<file path="src/rtl/cpu_pkg.sv">
// Shared definitions for the MIPS field encoder/loader and related benches.
//   FMT_*    : instruction format codes carried on the fmt bus
//   *_LSB/MSB: bit positions of the fixed instruction fields
//   state_t  : loader sequencing states
package cpu_pkg;

  localparam logic [1:0] FMT_R   = 2'd0;
  localparam logic [1:0] FMT_I   = 2'd1;
  localparam logic [1:0] FMT_J   = 2'd2;
  localparam logic [1:0] FMT_BAD = 2'd3;

  localparam int OP_MSB = 31;
  localparam int RS_LSB = 21;
  localparam int RT_LSB = 16;
  localparam int RD_LSB = 11;
  localparam int SH_LSB = 6;

  typedef enum logic [1:0] {
    ST_IDLE = 2'd0,
    ST_LOAD = 2'd1,
    ST_DONE = 2'd2
  } state_t;

endpackage

</file>
<file path="src/rtl/instr_pack.sv">
// Combinational packer: decoded MIPS fields + format -> 32-bit instruction word.
//   fmt                  : 0=R, 1=I, 2=J, 3=illegal
//   opcode..jaddress     : decoded fields; those unused by fmt are ignored
//   word                 : packed instruction (0 / NOP for illegal fmt)
//   bad                  : high when fmt is illegal
module instr_pack (
  input  logic [1:0]  fmt,
  input  logic [5:0]  opcode,
  input  logic [4:0]  rs,
  input  logic [4:0]  rt,
  input  logic [4:0]  rd,
  input  logic [4:0]  shamt,
  input  logic [5:0]  funct,
  input  logic [15:0] imm,
  input  logic [25:0] jaddress,
  output logic [31:0] word,
  output logic        bad
);
  import cpu_pkg::*;

  always_comb begin
    word = '0;
    bad  = 1'b0;
    case (fmt)
      FMT_R: begin
        word[OP_MSB -: 6] = opcode;
        word[RS_LSB +: 5] = rs;
        word[RT_LSB +: 5] = rt;
        word[RD_LSB +: 5] = rd;
        word[SH_LSB +: 5] = shamt;
        word[5:0]         = funct;
      end
      FMT_I: begin
        word[OP_MSB -: 6] = opcode;
        word[RS_LSB +: 5] = rs;
        word[RT_LSB +: 5] = rt;
        word[15:0]        = imm;
      end
      FMT_J: begin
        word[OP_MSB -: 6] = opcode;
        word[25:0]        = jaddress;
      end
      default: bad = 1'b1;  // illegal format loads a NOP
    endcase
  end

endmodule

</file>
<file path="src/rtl/instr_encoder_loader.sv">
// Program loader: packs decoded field bundles into instruction words and
// writes them sequentially into instruction memory.
//   clk, rst_n           : clock, async active-low reset
//   start                : open a load session (IDLE or DONE only)
//   in_valid/in_ready    : field bundle handshake; last marks final bundle
//   fmt..jaddress        : decoded instruction fields
//   imem_we/addr/wdata   : registered memory write port, one cycle after accept
//   busy, done           : session status
//   count                : words written this session (saturates at 2^ADDR_W)
//   bad_fmt, overflow    : sticky session error flags
//
// state   | meaning
// --------+-----------------------------------------------
// IDLE    | after reset, waiting for start
// LOAD    | accepting bundles and writing words
// DONE    | program loaded (last seen or memory overflow)
module instr_encoder_loader #(
  parameter int ADDR_W    = 8,
  parameter int BASE_ADDR = 0
) (
  input  logic              clk,
  input  logic              rst_n,
  input  logic              start,
  input  logic              in_valid,
  output logic              in_ready,
  input  logic [1:0]        fmt,
  input  logic [5:0]        opcode,
  input  logic [4:0]        rs,
  input  logic [4:0]        rt,
  input  logic [4:0]        rd,
  input  logic [4:0]        shamt,
  input  logic [5:0]        funct,
  input  logic [15:0]       imm,
  input  logic [25:0]       jaddress,
  input  logic              last,
  output logic              imem_we,
  output logic [ADDR_W-1:0] imem_addr,
  output logic [31:0]       imem_wdata,
  output logic              busy,
  output logic              done,
  output logic [ADDR_W:0]   count,
  output logic              bad_fmt,
  output logic              overflow
);
  import cpu_pkg::*;

  localparam logic [ADDR_W:0]   CAP  = {1'b1, {ADDR_W{1'b0}}};
  localparam logic [ADDR_W-1:0] BASE = ADDR_W'(BASE_ADDR);

  state_t      state, state_nxt;
  logic        accept;
  logic        restart;
  logic        over_hit;
  logic [31:0] pack_word;
  logic        pack_bad;

  instr_pack u_pack (
    .fmt      (fmt),
    .opcode   (opcode),
    .rs       (rs),
    .rt       (rt),
    .rd       (rd),
    .shamt    (shamt),
    .funct    (funct),
    .imm      (imm),
    .jaddress (jaddress),
    .word     (pack_word),
    .bad      (pack_bad)
  );

  assign accept   = in_valid && in_ready;
  assign restart  = start && (state == ST_IDLE || state == ST_DONE);
  assign over_hit = (state == ST_LOAD) && in_valid && (count == CAP);

  always_ff @(posedge clk or negedge rst_n) begin
    if (!rst_n) state <= ST_IDLE;
    else        state <= state_nxt;
  end

  always_comb begin
    state_nxt = state;
    case (state)
      ST_IDLE: if (start) state_nxt = ST_LOAD;
      ST_LOAD: if ((accept && last) || over_hit) state_nxt = ST_DONE;
      ST_DONE: if (start) state_nxt = ST_LOAD;
      default: state_nxt = ST_IDLE;
    endcase
  end

  // in_ready must not depend on in_valid to keep the handshake loop-free.
  always_comb begin
    busy     = (state == ST_LOAD);
    done     = (state == ST_DONE);
    in_ready = (state == ST_LOAD) && (count < CAP);
  end

  // Write port and session bookkeeping. The write is registered so the packed
  // word, its address and the strobe all appear together one cycle after accept.
  always_ff @(posedge clk or negedge rst_n) begin
    if (!rst_n) begin
      imem_we    <= 1'b0;
      imem_addr  <= BASE;
      imem_wdata <= '0;
      count      <= '0;
      bad_fmt    <= 1'b0;
      overflow   <= 1'b0;
    end else begin
      imem_we <= accept;
      if (accept) begin
        imem_wdata <= pack_word;
        imem_addr  <= BASE + count[ADDR_W-1:0];  // wraps modulo 2^ADDR_W
        count      <= count + 1'b1;
        if (pack_bad) bad_fmt <= 1'b1;
      end
      if (over_hit) overflow <= 1'b1;
      if (restart) begin
        count     <= '0;
        bad_fmt   <= 1'b0;
        overflow  <= 1'b0;
        imem_addr <= BASE;
      end
    end
  end

endmodule

</file>
<file path="config.mk">
export PLATFORM = sky130hd
export DESIGN_NAME = instr_encoder_loader
export DESIGN_NICKNAME = d
export VERILOG_FILES = /design/src/rtl/cpu_pkg.sv /design/src/rtl/instr_pack.sv /design/src/rtl/instr_encoder_loader.sv
export SDC_FILE = /design/constraint.sdc
export NUM_CORES = 1
export LEC_CHECK = 0
export BUFFER_PORTS_ARGS = -buffer_cell sky130_fd_sc_hd__buf_2
export CORE_MARGIN = 5
export CORE_UTILIZATION = 30
export DETAILED_ROUTE_END_ITERATION = 16
export PLACE_DENSITY_LB_ADDON = 0.1
export SLEW_MARGIN = 30
export SYNTH_ARGS = -nofsm -noshare
export SYNTH_HDL_FRONTEND = slang
export SYNTH_SLANG_ARGS = --single-unit
export TNS_END_PERCENT = 10
</file>
<file path="constraint.sdc">
create_clock -name clk -period 2.8 [get_ports clk]
set_input_delay 0.56 -clock clk [delete_from_list [all_inputs] [get_ports clk]]
set_output_delay 0.56 -clock clk [all_outputs]
set_load 0.01 [all_outputs]
</file>
==> key figures, run 1 <==
Clock network
  • Clock buffer depth: 2
  • Clk slew on worst S/H paths: approximately 0.10 ns
  • Post-CTS setup buffer count: 0
  • H-tree levels: 2
  • Root Buffer: clkbuf_8
  • CTS Hold Bufs: 0
  • TritonCTS Buffers: 5
  • PostCTS Resize Cnt: 0
  • Skew-Pair Late Insertion Delay: approximately 0.3 ns
  • Clock sink count: 54
  • CTS tree: yes

Routing
  • DRT iter0 DRCs: 52
  • # DRC: 0
  • Total Wirelength: 7.49 mm
  • Vias per Instance: 4.76
  • Post-DRT Antenna Nets: 0
  • DR pass1 iterations: 4
  • Routed vias: 2,388
  • Routed wire length per instance: about 15 um

Synthesis
  • Largest family of logic cells by synthesized area: compound AO/OA/AOI/OAI gates
  • Total nets after synthesis: 346
  • Synth Instances: approximately 260
  • Synth Area in XOR/XNOR: 0%
  • Synth Area in Simple Gates: 17.4%
  • Seq/Total Area, Yosys: 51.5%
  • Flop and latch count out of synthesis: 54
  • Cell Area, Synth: 0.00262 mm2
  • Synth Warn #: 0
  • Post-synthesis compound-gate area fraction: 18.5%
  • Post-Synth Adder-Cell Area: 0.954%
  • Post-synthesis mux area share: between 6 and 7%
  • Synth unique cells: 39
  • Syn avg cell area: 9.98 um2

Critical path
  • Crit-path max FO: 35
  • Reg2Reg Depth: 5
  • Worst setup SP type: flop
  • CP endpoint kind: flop
  • CP required: 2.99 ns
  • Data arrival, critical path: between 2 and 2.5 ns
  • Critical path type: flop to flop

Power
  • Comb power frac: 39.3%
  • Power share of the clock group: about 16%
  • Max IR drop VDD: ~310 uV
  • Internal power: 1.69 mW
  • Sw frac: 38.6%
  • Leak: 1.84 nW
  • Power per Cell Area: 786 mW/mm2
  • Reg power frac: 44.4%
  • Switching pwr: 1.06 mW
  • Design Power: between 2 and 3 mW

Cells and area
  • Commonest cells after routing, fill and taps aside: buf_2 (135), dfrtp_1 (54), nand2_1 (41), nor2_1 (25), o21ai_0 (19)
  • Commonest non-fill, non-tap cell in the layout: buf_2
  • Share of layout cells above drive strength 1: 39.3%
  • NumNets Final: 476
  • Ant. Diodes: 0
  • Synth-to-layout area growth: 33.2%

GRT
  • Vias in the first global route: between 2,000 and 2,500
  • Initial antenna violation count: 0
  • Gr usage total: a little over an eighth
  • Largest net degree at the start of global routing: 36
  • First-pass GRT wire length: 12.3 mm
  • Grt ovf: 0

Timing
  • Min cycle time layout: 1.91 ns
  • Final Hold Fails: 0
  • Tcrit/Tclk final: 68.3%
  • Final Setup Violations: 0
  • Max transition margin: a little under 50%
  • Worst Tran Pin Value: 0.766 ns
  • Worst Clk Skew: roughly 0.007 ns
  • Fmax: 0.523 GHz
  • RSZ-0062 raised after global routing: false
  • Final Max Slew Viols: 0
  • Final WS setup: around 0.9 ns
  • TNS Setup: 0 ns

Floorplanning
  • # rows: 34
  • I/O pin cnt: 136
  • Core Area: 0.00864 mm2
  • Total die area: 0.0107 mm2
  • Die X: 104 um
  • Starting density of the core: 30.4%
  • Die Span Y: a little over 100 um

Job
  • Max_cap viols: 0

Placement
  • Pre-CTS setup slack: 0.721 ns
  • HPWL reported at the end of detailed placement: 5.68 mm
  • GPL Wtd Cong: 0.740
  • I/O Buffers: 135

Status
  • Outcome: completed

Hold path
  • Worst Hold Class: primary input to asynchronous set/reset pin
## path summary, 6_finish.rpt
path / slack, ns / endpoint / startpoint
max: 0.89 / imem_wdata[25] / count[8]
min: 0.06 / imem_wdata[2] / rst_n
max reg2reg: 0.89 / imem_wdata[25] / count[8]
min reg2reg: 0.47 / imem_wdata[31] / imem_wdata[31]
max in group asynchronous: 2.17 / imem_wdata[8] / rst_n
min in group clk: 0.47 / imem_wdata[29] / opcode[3]
## kinds of logic (layout without fill, tap and decap cells)
kind of cell | after synthesis | after routing
AO/OA/AOI/OAI | 63 | 63
adder cells (fa/ha/maj) | 2 | 2
buffers and inverters | 26 | 157
flip-flops | 54 | 54
multiplexers | 18 | 18
AND/OR/NAND/NOR | 100 | 100
## cell type report
class | instances | area [um2]
repair buffers | 141 | 721
clock inverters | 1 | 5.00
flip-flops and latches | 54 | 1350
clock buffers | 7 | 86.3
multi-input cells | 183 | 1170
fillers | 942 | 5140
inverters | 8 | 30.0
well taps | 108 | 135
## power groups by stage
stage | Sequential, mW | Clock, mW | Combinational, mW
final | 1.22 | 0.447 | 1.08
after global routing | 1.26 | 0.506 | 1.22
after CTS | 1.22 | 0.470 | 1.11
after detailed placement | 1.23 | 0 | 1.11
after global placement | 1.24 | 0 | 1.10
after floorplan | 1.34 | 0 | 0.497
## metrics by stage
step | std cells | util [%] | cell area [um2] | hold slack (ns)
after CTS | 502 | 40.5 | 3490 | 0.0434
after global placement | 494 | 39.4 | 3400 | 0.374
after floorplan | 263 | - | 2620 | 0.264
final | 502 | 40.5 | 3490 | 0.0588
after global routing | 502 | 40.5 | 3490 | 0.0412
after detailed placement | 494 | 39.4 | 3400 | 0.378
## cell usage after synthesis
cell type  count  area (um2)
buf_6          1        11.3
and3b_1        1        8.76
clkbuf_1       5        18.8
nand4bb_1      1        11.3
o41ai_2        1        16.3
a21oi_1        3        15.0
o41ai_1        2        17.5
nand2_1       41         154
clkinv_1       1        3.75
nor2b_1        3        18.8
and2b_1        1        7.51
buf_2         10        50.1
o311ai_4       1        26.3
nand3_1       16        80.1
a221oi_1      10        87.6
inv_1          6        22.5
nor4_2         1        12.5
dfrtp_1       54        1350
nand2b_1       4        25.0
a41oi_1        1        8.76
inv_2          1        3.75
o31ai_1        1        7.51
mux2i_1       18         180
o311ai_1       1        8.76
nand4_1        3        18.8
nor2_1        25        93.8
nor3_1         2        10.0
and4b_1        1        10.0
o2bb2ai_1      1        8.76
buf_4          2        15.0
o311ai_2       1        16.3
a21o_1         1        7.51
a2bb2oi_1     16         140
or3_1          1        6.26
o21ai_0       19        95.1
a31oi_1        2        12.5
ha_1           2        25.0
o21a_1         1        7.51
o21ai_1        2        10.0
## routing by layer
layer	share of wire (%)	wire [um]	vias to the layer above	global-route usage (%)
met5	0	0	-	0
met4	0.89	67	0	2.81
met3	7.0	523	6	4.23
met2	47	3550	74	22.7
met1	45	3350	1111	17.7
li1	-	-	1197	-
## state kept, by name, indices dropped and copies added (netlist names)
register,cells
imem_wdata,32
count,9
imem_addr,8
state,2
bad_fmt,1
imem_we,1
overflow,1
## critical path: stages, from the launching register on
cell	delay, ns
dfrtp_1	0.45
nand4bb_4	0.42
buf_4	0.36
buf_4	0.24
a221oi_1	0.25
nor2_1	0.07
Power figures use the tool's default switching activity.
==> run 2, diff against run 1 <==
Settings changed: ABC_AREA set to 1.
Clock period 2.8 ns to 1.6 ns, I/O delays scaled along.
==> key figures, run 2 <==
Status
  • Outcome: completed

Synthesis
  • Cell Area, Synth: between 0.002 and 0.003 mm2
  • Total nets after synthesis: approximately 440
  • Main flop type after synthesis: dfrtp_1
  • Synth Instances: 361
  • Post-synth EDFFs: 0
  • Flop and latch count out of synthesis: between 50 and 60
  • Most common cell in the netlist: nand2_1
  • Syn avg cell area: 7.56 um2
  • Post-synth top area cell: dfrtp_1
  • Most common library cells after synthesis: nand2_1 (175), dfrtp_1 (54), nand3_1 (29), inv_1 (25)
  • Seq/Total Area, Yosys: 49.5%
  • Synth Warn #: 0
  • Synth unique cells: 23
  • Synth async-reset ratio: 100%
  • Largest cells by area after synthesis: dfrtp_1 (50%), nand2_1 (24%), nand3_1 (5.3%)
  • Yosys top cell area share: about half

Timing
  • Final WS setup: 0.115 ns
  • Min cycle time layout: 1.49 ns
  • Final Setup Violations: 0
  • Max transition margin: 61.6%
  • Tcrit/Tclk final: 92.8%
  • Worst Tran Pin Value: 0.575 ns
  • Final Hold Fails: 0
  • Fmax: between 0.6 and 0.7 GHz
  • Final Max Slew Viols: 0
  • Worst Clk Skew: 0.0127 ns
  • RSZ-0062 raised after global routing: true

Routing
  • # DRC: 0
  • Total Wirelength: 8.31 mm
  • DR pass1 iterations: 4
  • DRT iter0 DRCs: 78
  • DR WL met3: 668 um
  • Top sig layer: met4
  • Vias per Instance: approximately 4.5
  • Wl on met1: 3.81 mm
  • Routed wire length per instance: 13.6 um
  • Met2 wire length: 3.72 mm
  • Routed vias: 2,733
  • Post-DRT Antenna Nets: 0

Clock network
  • Skew-Pair Late Insertion Delay: 0.31 ns
  • Root Buffer: clkbuf_8
  • Clk slew on worst S/H paths: 0.11 ns
  • TritonCTS Buffers: 5
  • CTS tree: yes
  • H-tree levels: 2
  • Post-CTS setup buffer count: 0
  • Clock sink count: 54
  • Clock buffer depth: 2

Cells and area
  • Largest Register: imem_wdata
  • Ant. Diodes: 0
  • Commonest cells after routing, fill and taps aside: nand2_1 (175), buf_2 (135), dfrtp_1 (54), nand3_1 (29), inv_1 (25)
  • Fillers: around 930
  • Max FFs per register: 32
  • Biggest regs: imem_wdata (32), count (9), imem_addr (8)
  • Commonest non-fill, non-tap cell in the layout: nand2_1
  • Synth-to-layout area growth: 34.4%
  • Share of layout cells above drive strength 1: 32.5%
  • NumNets Final: between 500 and 600

Floorplanning
  • Total die area: 0.0111 mm2
  • Die X: 105 um
  • Die Span Y: 105 um
  • # rows: 34
  • Starting density of the core: 31.0%
  • I/O pin cnt: approximately 140
  • Core Area: 0.00881 mm2

GRT
  • Largest net degree at the start of global routing: around 40
  • Gr usage total: 15.2%
  • Grt ovf: 0
  • First-pass GRT wire length: 13.8 mm
  • Vias in the first global route: 2,827
  • Initial antenna violation count: 0

Critical path
  • Critical path type: flop to output port
  • Crit-path max FO: 8
  • Crit-path max cell delay: 0.52 ns
  • Data arrival, critical path: 1.17 ns
  • Crit-path cells: nor2_2 > buf_2
  • RR Startpoint: count[8]
  • CP endpoint kind: output port
  • Max stage delay cell, worst path: dfrtp_1
  • CP required: 1.28 ns
  • Crit path launch: count[8]
  • Worst setup SP type: flop

Hold path
  • Worst Hold Class: primary input to flop
  • HP Start: opcode[5]

Power
  • Power per Cell Area: around 1300 mW/mm2
  • Design Power: 4.89 mW
  • Max IR drop VDD: about 400 uV
  • Leak: 2.14 nW

Placement
  • GPL Wtd Cong: 0.773
  • HPWL reported at the end of detailed placement: 6.30 mm
  • I/O Buffers: about 140
  • Pre-CTS setup slack: approximately 0.12 ns

Job
  • Max_cap viols: 0
-- run 2: cell types whose count changed in the layout (fill, tap and decap cells not counted), moves of 13 or more --
cell	change
mux2i_1	-18
nor2_1	-13
nand3_1	+13
a2bb2oi_1	-16
nand2_1	+134
inv_1	+19
-- run 2: where the power goes --
group          switching (mW)  internal (mW)  total [mW]
Sequential              0.265           1.79        2.05
Clock                   0.453          0.462       0.915
Combinational            1.17          0.748        1.92
-- run 2: path summary, 6_finish.rpt --
| kind | end | slack (ns) | depth (start not counted) |
|---|---|---|---|
| setup / recovery | in_ready | 0.11 | 2 |
| hold / removal | imem_wdata[31] | 0.24 | 3 |
| setup reg to reg | imem_wdata[29] | 0.18 | 3 |
| hold reg to reg | imem_wdata[11] | 0.48 | 2 |
| max in group asynchronous | overflow | 0.60 | 3 |
| min in group asynchronous | imem_wdata[2] | 0.45 | 2 |
-- run 2: layout make-up --
cell class              count  area (um2)  share of cell area (%)
repair buffers            146         777                    21.2
clock buffers               5        68.8                    1.88
multi-input cells         265        1190                    32.5
inverters                  28         105                    2.86
clock inverters             3        40.0                    1.09
flip-flops and latches     54        1350                    36.8
well taps                 108         135                    3.68
-- run 2: worst max-delay path, delay by kind of cell (launching register included) --
kind | cells | cell delay (ns)
AND/OR/NAND/NOR | 1 | 0.19
flip-flops | 1 | 0.52
buffers and inverters | 1 | 0.15
-- run 2: repair_timing --
| item | CTS | global route |
|---|---|---|
| setup endpoints to repair | 0 | 1 |
| resized for setup | 0 | 1 |
| hold buffers | 1 | 0 |
| hold endpoints to repair | 14 | 0 |
-- run 2: kinds of logic (layout without fill, tap and decap cells) --
group | count (synthesis) | count (layout) | synth area share, %
flops | 54 | 54 | 49.5
compound gates | 31 | 31 | 7.11
buf+inv | 42 | 182 | 7.06
xor+xnor | 3 | 3 | 0.963
simple gates | 229 | 229 | 34.4
fa+ha+maj | 2 | 2 | 0.917
-- run 2: stage by stage --
step	setup TNS [ns]	area, um2	instances	hold WS (ns)	util, %
floorplan	0	2730	361	0.0244	-
global placement	0	3550	600	0.262	40.3
detailed placement	0	3550	600	0.263	40.3
CTS	0	3660	609	0.231	41.6
global route	-0.00664	3670	609	0.237	41.7
finish	0	3670	609	0.242	41.7
-- run 2: routing by layer --
layer  global-route usage, %  up-vias
li1                        -     1412
met1                    19.8     1225
met2                    24.6       88
met3                    4.83        8
met4                    3.66        0
met5                       0        -
